==> config.mk <==
export PLATFORM = sky130hd
export DESIGN_NAME = traffic_monitor_flat
export DESIGN_NICKNAME = d
export VERILOG_FILES = /design/src/rtl/traffic_monitor_if.sv /design/src/rtl/traffic_monitor.sv /design/src/flat_wrapper.sv
export SDC_FILE = /design/constraint.sdc
export NUM_CORES = 1
export LEC_CHECK = 0
export ABC_AREA = 1
export CELL_PAD_IN_SITES_DETAIL_PLACEMENT = 0
export CELL_PAD_IN_SITES_GLOBAL_PLACEMENT = 1
export CORE_MARGIN = 2
export CORE_UTILIZATION = 25
export DETAILED_ROUTE_END_ITERATION = 6
export PLACE_DENSITY = 0.54
export SLEW_MARGIN = 25
export SYNTH_ARGS = -nofsm -noshare
export SYNTH_HDL_FRONTEND = slang
export SYNTH_SLANG_ARGS = --single-unit
==> constraint.sdc <==
create_clock -name clk -period 2.32 [get_ports clk]
set_input_delay 0.696 -clock clk [delete_from_list [all_inputs] [get_ports clk]]
set_output_delay 0.696 -clock clk [all_outputs]
set_load 0.03 [all_outputs]
==> src/rtl/traffic_monitor_if.sv <==
// ============================================================================
// Module      : traffic_monitor_if
// Description : Observed light bus plus the checker's status outputs.
// Revision    : 1.0 - initial release
// ============================================================================
`default_nettype none

interface traffic_monitor_if;
    logic [1:0]  light;
    logic [1:0]  phase;
    logic        locked;
    logic        err_seq;
    logic        err_dwell;
    logic        err_code;
    logic        err_sticky;
    logic [7:0]  err_count;
    logic [15:0] cycle_count;

    // Controller / bench side: drives light, observes status.
    modport master (
        output light,
        input  phase, locked, err_seq, err_dwell, err_code,
        input  err_sticky, err_count, cycle_count
    );

    // Monitor side.
    modport slave (
        input  light,
        output phase, locked, err_seq, err_dwell, err_code,
        output err_sticky, err_count, cycle_count
    );
endinterface

`default_nettype wire

==> src/rtl/traffic_monitor.sv <==
// ============================================================================
// Module      : traffic_monitor
// Description : Passive checker of light phase order and per-phase dwell time.
// Revision    : 1.0 - initial release
// ============================================================================
`default_nettype none

module traffic_monitor #(
    parameter int RED_TIME    = 10,
    parameter int YELLOW_TIME = 10,
    parameter int GREEN_TIME  = 10,
    parameter int CNT_W       = 6
) (
    input  wire logic          clk,
    input  wire logic          reset_n,
    traffic_monitor_if.slave   bus
);

    localparam logic [1:0]       c_red      = 2'b00;
    localparam logic [1:0]       c_yellow   = 2'b01;
    localparam logic [1:0]       c_green    = 2'b10;
    localparam logic [1:0]       c_bad      = 2'b11;
    localparam logic [CNT_W-1:0] c_one      = CNT_W'(1);
    localparam logic [CNT_W-1:0] c_zero     = '0;
    localparam logic [CNT_W-1:0] c_dwell_mx = '1;
    localparam logic [CNT_W-1:0] c_red_t    = CNT_W'(RED_TIME);
    localparam logic [CNT_W-1:0] c_yellow_t = CNT_W'(YELLOW_TIME);
    localparam logic [CNT_W-1:0] c_green_t  = CNT_W'(GREEN_TIME);

    typedef enum logic [0:0] {
        SYNC  = 1'b0,
        TRACK = 1'b1
    } state_t;

    state_t           r_state, w_state_nxt;
    logic [1:0]       r_prev, w_prev_nxt;
    logic [CNT_W-1:0] r_dwell, w_dwell_nxt, w_dwell_inc, w_time;
    logic [1:0]       w_succ;
    logic             w_seq, w_dwl, w_code, w_cyc, w_any;

    logic             r_err_seq, r_err_dwell, r_err_code, r_err_sticky;
    logic [7:0]       r_err_count;
    logic [15:0]      r_cycle_count;

    always_ff @(posedge clk or negedge reset_n) begin
        if (!reset_n) begin
            r_state       <= SYNC;
            r_prev        <= c_red;
            r_dwell       <= c_zero;
            r_err_seq     <= 1'b0;
            r_err_dwell   <= 1'b0;
            r_err_code    <= 1'b0;
            r_err_sticky  <= 1'b0;
            r_err_count   <= 8'd0;
            r_cycle_count <= 16'd0;
        end else begin
            r_state     <= w_state_nxt;
            r_prev      <= w_prev_nxt;
            r_dwell     <= w_dwell_nxt;
            r_err_seq   <= w_seq;
            r_err_dwell <= w_dwl;
            r_err_code  <= w_code;
            if (w_any) begin
                r_err_sticky <= 1'b1;
                if (r_err_count != 8'hFF) begin
                    r_err_count <= r_err_count + 8'd1;
                end
            end
            if (w_cyc) begin
                r_cycle_count <= r_cycle_count + 16'd1;
            end
        end
    end

    always_comb begin
        w_state_nxt = r_state;
        w_prev_nxt  = r_prev;
        w_dwell_nxt = r_dwell;
        w_seq       = 1'b0;
        w_dwl       = 1'b0;
        w_code      = 1'b0;
        w_cyc       = 1'b0;
        w_dwell_inc = (r_dwell == c_dwell_mx) ? r_dwell : r_dwell + c_one;

        case (r_prev)
            c_red:    begin w_time = c_red_t;    w_succ = c_green;  end
            c_green:  begin w_time = c_green_t;  w_succ = c_yellow; end
            default:  begin w_time = c_yellow_t; w_succ = c_red;    end
        endcase

        if (bus.light == c_bad) begin
            w_code      = 1'b1;
            w_state_nxt = SYNC;
            w_dwell_nxt = c_zero;
        end else if (bus.light == r_prev) begin
            w_dwell_nxt = w_dwell_inc;
            // Saturated counter must not re-fire when T+1 equals all-ones.
            if (r_state == TRACK && r_dwell != c_dwell_mx &&
                w_dwell_inc == w_time + c_one) begin
                w_dwl = 1'b1;
            end
        end else if (r_state == SYNC) begin
            w_prev_nxt  = bus.light;
            w_dwell_nxt = c_one;
            // A zero dwell marks the unmeasured first segment after reset.
            if (r_dwell != c_zero) begin
                w_state_nxt = TRACK;
            end
        end else begin
            w_seq       = (bus.light != w_succ);
            w_dwl       = (r_dwell < w_time);
            w_cyc       = (r_prev == c_yellow) && (bus.light == c_red) &&
                          (r_dwell == w_time);
            w_prev_nxt  = bus.light;
            w_dwell_nxt = c_one;
        end
    end

    assign w_any = w_seq | w_dwl | w_code;

    assign bus.phase       = r_prev;
    assign bus.locked      = (r_state == TRACK);
    assign bus.err_seq     = r_err_seq;
    assign bus.err_dwell   = r_err_dwell;
    assign bus.err_code    = r_err_code;
    assign bus.err_sticky  = r_err_sticky;
    assign bus.err_count   = r_err_count;
    assign bus.cycle_count = r_cycle_count;

endmodule

`default_nettype wire

==> src/flat_wrapper.sv <==
// flat-port wrapper written by rule: the top's interface ports become plain ports
module traffic_monitor_flat 
#(
    parameter int RED_TIME    = 10,
    parameter int YELLOW_TIME = 10,
    parameter int GREEN_TIME  = 10,
    parameter int CNT_W       = 6
)
  (clk, reset_n, bus_light, bus_phase, bus_locked, bus_err_seq, bus_err_dwell, bus_err_code, bus_err_sticky, bus_err_count, bus_cycle_count);
  traffic_monitor_if bus_i ();
  input  wire logic clk;
  input  wire logic reset_n;
  input wire logic [$bits(bus_i.light)-1:0] bus_light;
  output wire logic [$bits(bus_i.phase)-1:0] bus_phase;
  output wire logic [$bits(bus_i.locked)-1:0] bus_locked;
  output wire logic [$bits(bus_i.err_seq)-1:0] bus_err_seq;
  output wire logic [$bits(bus_i.err_dwell)-1:0] bus_err_dwell;
  output wire logic [$bits(bus_i.err_code)-1:0] bus_err_code;
  output wire logic [$bits(bus_i.err_sticky)-1:0] bus_err_sticky;
  output wire logic [$bits(bus_i.err_count)-1:0] bus_err_count;
  output wire logic [$bits(bus_i.cycle_count)-1:0] bus_cycle_count;
  assign bus_i.light = bus_light;
  assign bus_phase = bus_i.phase;
  assign bus_locked = bus_i.locked;
  assign bus_err_seq = bus_i.err_seq;
  assign bus_err_dwell = bus_i.err_dwell;
  assign bus_err_code = bus_i.err_code;
  assign bus_err_sticky = bus_i.err_sticky;
  assign bus_err_count = bus_i.err_count;
  assign bus_cycle_count = bus_i.cycle_count;
  traffic_monitor #(.RED_TIME(RED_TIME), .YELLOW_TIME(YELLOW_TIME), .GREEN_TIME(GREEN_TIME), .CNT_W(CNT_W)) u_core (.clk(clk), .reset_n(reset_n), .bus(bus_i));
endmodule
After elaboration in Yosys (flattened, before gate mapping)
Index checks and enable logic that the tools add are counted.

cells by class
  reduce and logical (&&, ||, !) cells = 9
  magnitude comparators = 1
  shifts and indexed selects = 0
  $mul = 0
  eq/ne operators = 11
  bitwise logic cells = 4
  multiplexer cells = 19
  add/subtract/negate cells = 3
  divide/modulo/power cells = 0

operators with widths
  cell                   number
  $mux 6                 3
  $add 16x1->16 const B  1
  $mux 1                 15
  $eq 6x4->1 const B     2
  $add 8x1->8 const B    1
  $ne 8x8->1 const B     1
  $add 6x1->6 const B    1
  $eq 6x6->1 const B     1
  $lt 6x4->1 const B     1
  $ne 6x6->1 const B     1
  $reduce_bool 6->1      1
  $eq 2x2->1 const B     2
  $logic_and 1x1->1      4
  $logic_not 2->1        2
  $pmux 2 s2             1
  $reduce_and 2->1       2
  $eq 2x1->1 const B     1
  $eq 2x2->1             1
  $ne 2x1->1 const B     1
  $ne 2x2->1             1
  $not 1->1              2
  $or 1x1->1             2

storage, ports and cells
  logic and storage cells = 56
  register bits = 37
  bits in read-only memories = 0
  latch bits = 0
  bits of input ports = 4
  output and inout bits = 31
  memories kept = 0
  bits in writable memories = 0

Depth between registers and ports, before layout
  word-level depth = 10
  gate-level depth with buffers = 13
  depth with buffers taken out = 13

Worst setup path before layout
Ideal clock, no wire load.

  kind = input to register
  start = in bus_light[1]
  end = reg u_core.r_err_count[6] (netlist: u_core.bus.err_count[6])
  path buffers = 1
  data arrival time = 1.793 ns
  setup slack = 0.408 ns
  data required time = 2.201 ns
  stages = 11
  setup time = 0.119 ns
  path through = buf_2 -> xnor2_2 -> nand3_2 -> nor2_1 -> nand4_1 -> nand2_1 -> nand2_2 -> nand2_4 -> nand2_4 -> nand2_1 -> nand2_1

on the way
  word-level cells in the longest chain between the ends = 7
  elaborated cells on any way between the ends = 12
  classes of those cells = eq/ne (3); mux (6); bitwise (2); reduce/logical (1)

ends and longest elaborated chain
  element                              RTL line                source
  start, declared                      flat_wrapper.sv:13      input wire logic [$bits(bus_i.light)-1:0] bus_light;
  $ne 2x2->1                           traffic_monitor.sv:110  w_seq = (bus.light != w_succ);
  $mux 1                               traffic_monitor.sv:102  end else if (r_state == SYNC) begin
  $mux 1                               traffic_monitor.sv:95   end else if (bus.light == r_prev) begin
  $mux 1                               traffic_monitor.sv:91   if (bus.light == c_bad) begin
  $or 1x1->1                           traffic_monitor.sv:119  assign w_any = w_seq | w_dwl | w_code;
  $or 1x1->1 *                         traffic_monitor.sv:119
  $reduce_and 2->1 (no source line) *  n/a
  end signal, assigned                 traffic_monitor.sv:66   r_err_count <= r_err_count + 8'd1;
  end, declared                        traffic_monitor.sv:42   logic [7:0] r_err_count;

Mark *: on every way between the ends. The rest lies on a longest branch, timed or not.
A chain may end at the register's enable or synchronous reset.

Final worst setup path
  start = reg u_core.r_state (netlist: u_core.bus.locked)
  end = out bus_locked

RTL lines
  element                 RTL line               source
  start, declared         traffic_monitor.sv:35  state_t r_state, w_state_nxt;
  start signal, assigned  traffic_monitor.sv:57  r_state <= w_state_nxt;
  end, declared           flat_wrapper.sv:15     output wire logic [$bits(bus_i.locked)-1:0] bus_locked;

No word-level cell between the ends.

==> key figures <==
Synthesis
  – FF+latch count, synth: 37
  – Top post-synthesis cells by area: dfrtp_1, nand2_1, xor2_1
  – Sequential area share after synthesis: roughly 45%
  – Cell taking the most area after synthesis: dfrtp_1
  – FFs w/ async S/R, synth: 100%
  – Mean Syn Cell Area: roughly 8.2 sq um
  – Synth cell types: 29
  – Synth warn: 0
  – Netlist Area Pre-Place: 2080 sq um
  – Synth top area share: 44.5%
  – Mapped Cells: approximately 250
  – Post-Syn Nets: between 200 and 300
  – Synth Flop Type: dfrtp_1
  – EDFF count, synth: 0

Clock network
  – CTS Hold Bufs: 0
  – Clock buffer count from CTS: 5
  – Htree depth: 2
  – CTS max path bufs: 2
  – Setup Buffers After CTS: 0
  – Post-cts resize count: 0
  – Root Driver: clkbuf_8
  – # clock sinks: 37
  – Worst-path clk slew: about 80 ps
  – CTS tree: yes
  – Clk Latency, worst-skew pair: around 290 ps

Placed design
  – Placer Congestion: between 0.7 and 0.8
  – Placed insts: 410
  – HPWL Detailed: slightly below 4000 um
  – # port buffers: 34
  – Dpl ws: -140 ps

Final layout
  – Commonest non-fill, non-tap cell in the layout: nand2_1
  – Fill count: around 880
  – Post-layout util: approximately a third
  – P&R area growth vs syn: 34.6%
  – Non-Filler Instances: between 400 and 500
  – Antenna diodes: 0
  – Nets: ~320
  – Commonest cells after routing, fill and taps aside: nand2_1, dfrtp_1, clkdlybuf4s50_1
  – Proportion of layout cells with a drive suffix above 1: approximately 15%

Power and ir drop
  – Leakage power figure: approximately 1.3 nW
  – Pwr dens: ~700 nW/um^2
  – Tot Pwr: 1.90 mW
  – Peak VDD IR: between 0.2 and 0.3 mV

STA
  – Slew HR: 66.0%
  – Final setup margin: ~110 ps
  – Final hold vios: 0
  – Final Cycle Share: between 90% and 100%
  – Fin Clk Skew: approximately 11 ps
  – FMAX: between 0.4 and 0.5 GHz
  – Final setup fails: 0
  – Slew @ Worst Pin: around 510 ps
  – Tmin final: ~2200 ps
  – RSZ-0062 raised after global routing: no
  – Hold slack: 358 ps
  – Max Slew Vio Count: 0

Routing
  – Remaining antenna violation count: 0
  – Routed WL: 5190 um
  – Initial DRC Count: 31
  – DR pass1 iterations: 4
  – Drt drc: 0
  – Via count: about 1800
  – WL/cell: approximately 12 um
  – Drt via density: around 4.4

GRT
  – Largest net degree at the start of global routing: 20
  – Total grt overflow: 0
  – Initial antenna violation count: 0
  – GRT Util Overall: about an eighth
  – First-pass GRT wire length: approximately 9000 um
  – Vias in the first global route: between 1500 and 2000

Critical path
  – Top delay family on crit path: buffers and inverters
  – CP Capture Type: output port
  – Crit path cell chain: clkdlybuf4s50_1
  – CP Launch Type: flip-flop
  – Required time of the critical path: between 1500 and 2000 ps
  – Sum of buffers and inverters on the critical path: 1
  – Crit path max fanout: 6
  – Worst Path Class, Setup: flip-flop to output port
  – CP max stage cell: clkdlybuf4s50_1
  – Max incr delay on CP: 730 ps
  – Worst Path Arrival: ~1500 ps
  – Reg-to-reg setup timing slack: roughly 420 ps

Floorplan
  – Starting Density: between 20 and 30%
  – Placeable Area: 8130 sq um
  – Die area: between 9000 and 10000 sq um
  – Io pins: 35
  – Chip height: approximately 95 um
  – Rows: 33
  – Die Width: between 90 and 100 um

Flow run
  – Max-Cap Viols: 0

Status
  – Status: completed

Hold path
  – Hold Path Class: input pin to async pin
[metrics by stage]
stage / setup TNS (ps) / cell area (sq um)
after floorplan: 0 / 2080
after global placement: -3020 / 2680
after detailed placement: -2430 / 2680
after CTS: 0 / 2790
after global routing: 0 / 2800
final: 0 / 2800
[flip-flops by register name, summed over array words and instances (netlist names)]
register,cells
u_core.bus.cycle_count,16
u_core.bus.err_dwell,1
u_core.bus.err_seq,1
u_core.bus.err_sticky,1
u_core.bus.phase,2
u_core.bus.err_code,1
u_core.r_dwell,6
u_core.bus.locked,1
u_core.bus.err_count,8
[kinds of logic (layout without fill, tap and decap cells)]
| kind of cell | count (synthesis) | in the layout | synth area share, % |
|---|---|---|---|
| AND/OR/NAND/NOR | 144 | 144 | 32.7 |
| flip-flops | 37 | 37 | 44.5 |
| buffers and inverters | 29 | 88 | 5.29 |
| XOR/XNOR | 22 | 22 | 9.63 |
| AO/OA/AOI/OAI | 17 | 17 | 4.87 |
| adder cells (fa/ha/maj) | 5 | 5 | 3.01 |
[cell type report]
type | instances | area, sq um | area share (%)
multi-input cells | 188 | 1050 | 37.5
inverters | 28 | 105 | 3.76
clock inverters | 1 | 30.0 | 1.07
repair buffers | 52 | 470 | 16.8
clock buffers | 7 | 86.3 | 3.08
flip-flops and latches | 37 | 926 | 33.1
well taps | 105 | 131 | 4.69
[path summary, 6_finish.rpt]
check | start | to | cells after the start
setup / recovery | u_core.bus.locked$_DFFE_PN0P_ | bus_locked | 1
hold / removal | reset_n | u_core.bus.cycle_count[6]$_DFFE_PN0P_ | 1
setup reg to reg | u_core.r_dwell[0]$_DFF_PN0_ | u_core.bus.err_count[5]$_DFFE_PN0P_ | 12
hold reg to reg | u_core.bus.err_sticky$_DFFE_PN0P_ | u_core.bus.err_sticky$_DFFE_PN0P_ | 1
max in group asynchronous | reset_n | u_core.bus.err_dwell$_DFF_PN0_ | 2
min in group clk | u_core.bus.err_sticky$_DFFE_PN0P_ | u_core.bus.err_sticky$_DFFE_PN0P_ | 1
[power by group]
part	leakage, nW	total (mW)	internal [mW]	switching (mW)
registers	0.473	0.790	0.708	0.0821
logic	0.809	0.516	0.217	0.299
clock network	0.0585	0.597	0.351	0.246
total	1.34	1.90	1.28	0.627
[synth_stat cells, types with 2 or more instances]
cell	number
nand2_1	70
nand2_4	3
o21ai_0	8
inv_1	26
nor2_1	24
nor3_1	7
xor2_1	12
nand3_1	20
nand4_1	5
dfrtp_1	37
nor4_1	2
inv_2	2
nor2_2	2
xnor2_1	9
ha_1	5
a21oi_1	5
nand3_2	3
nand2_2	3
[metal layers]
| layer | vias to the layer above | track usage (%) | routed length (um) |
|---|---|---|---|
| met5 | - | 0 | 0 |
| met4 | 0 | 3.74 | 80 |
| met3 | 7 | 3.56 | 216 |
| met2 | 32 | 21.7 | 2550 |
| met1 | 856 | 16.3 | 2340 |
| li1 | 927 | - | - |
Note: power is estimated with default switching activity, not from simulation.
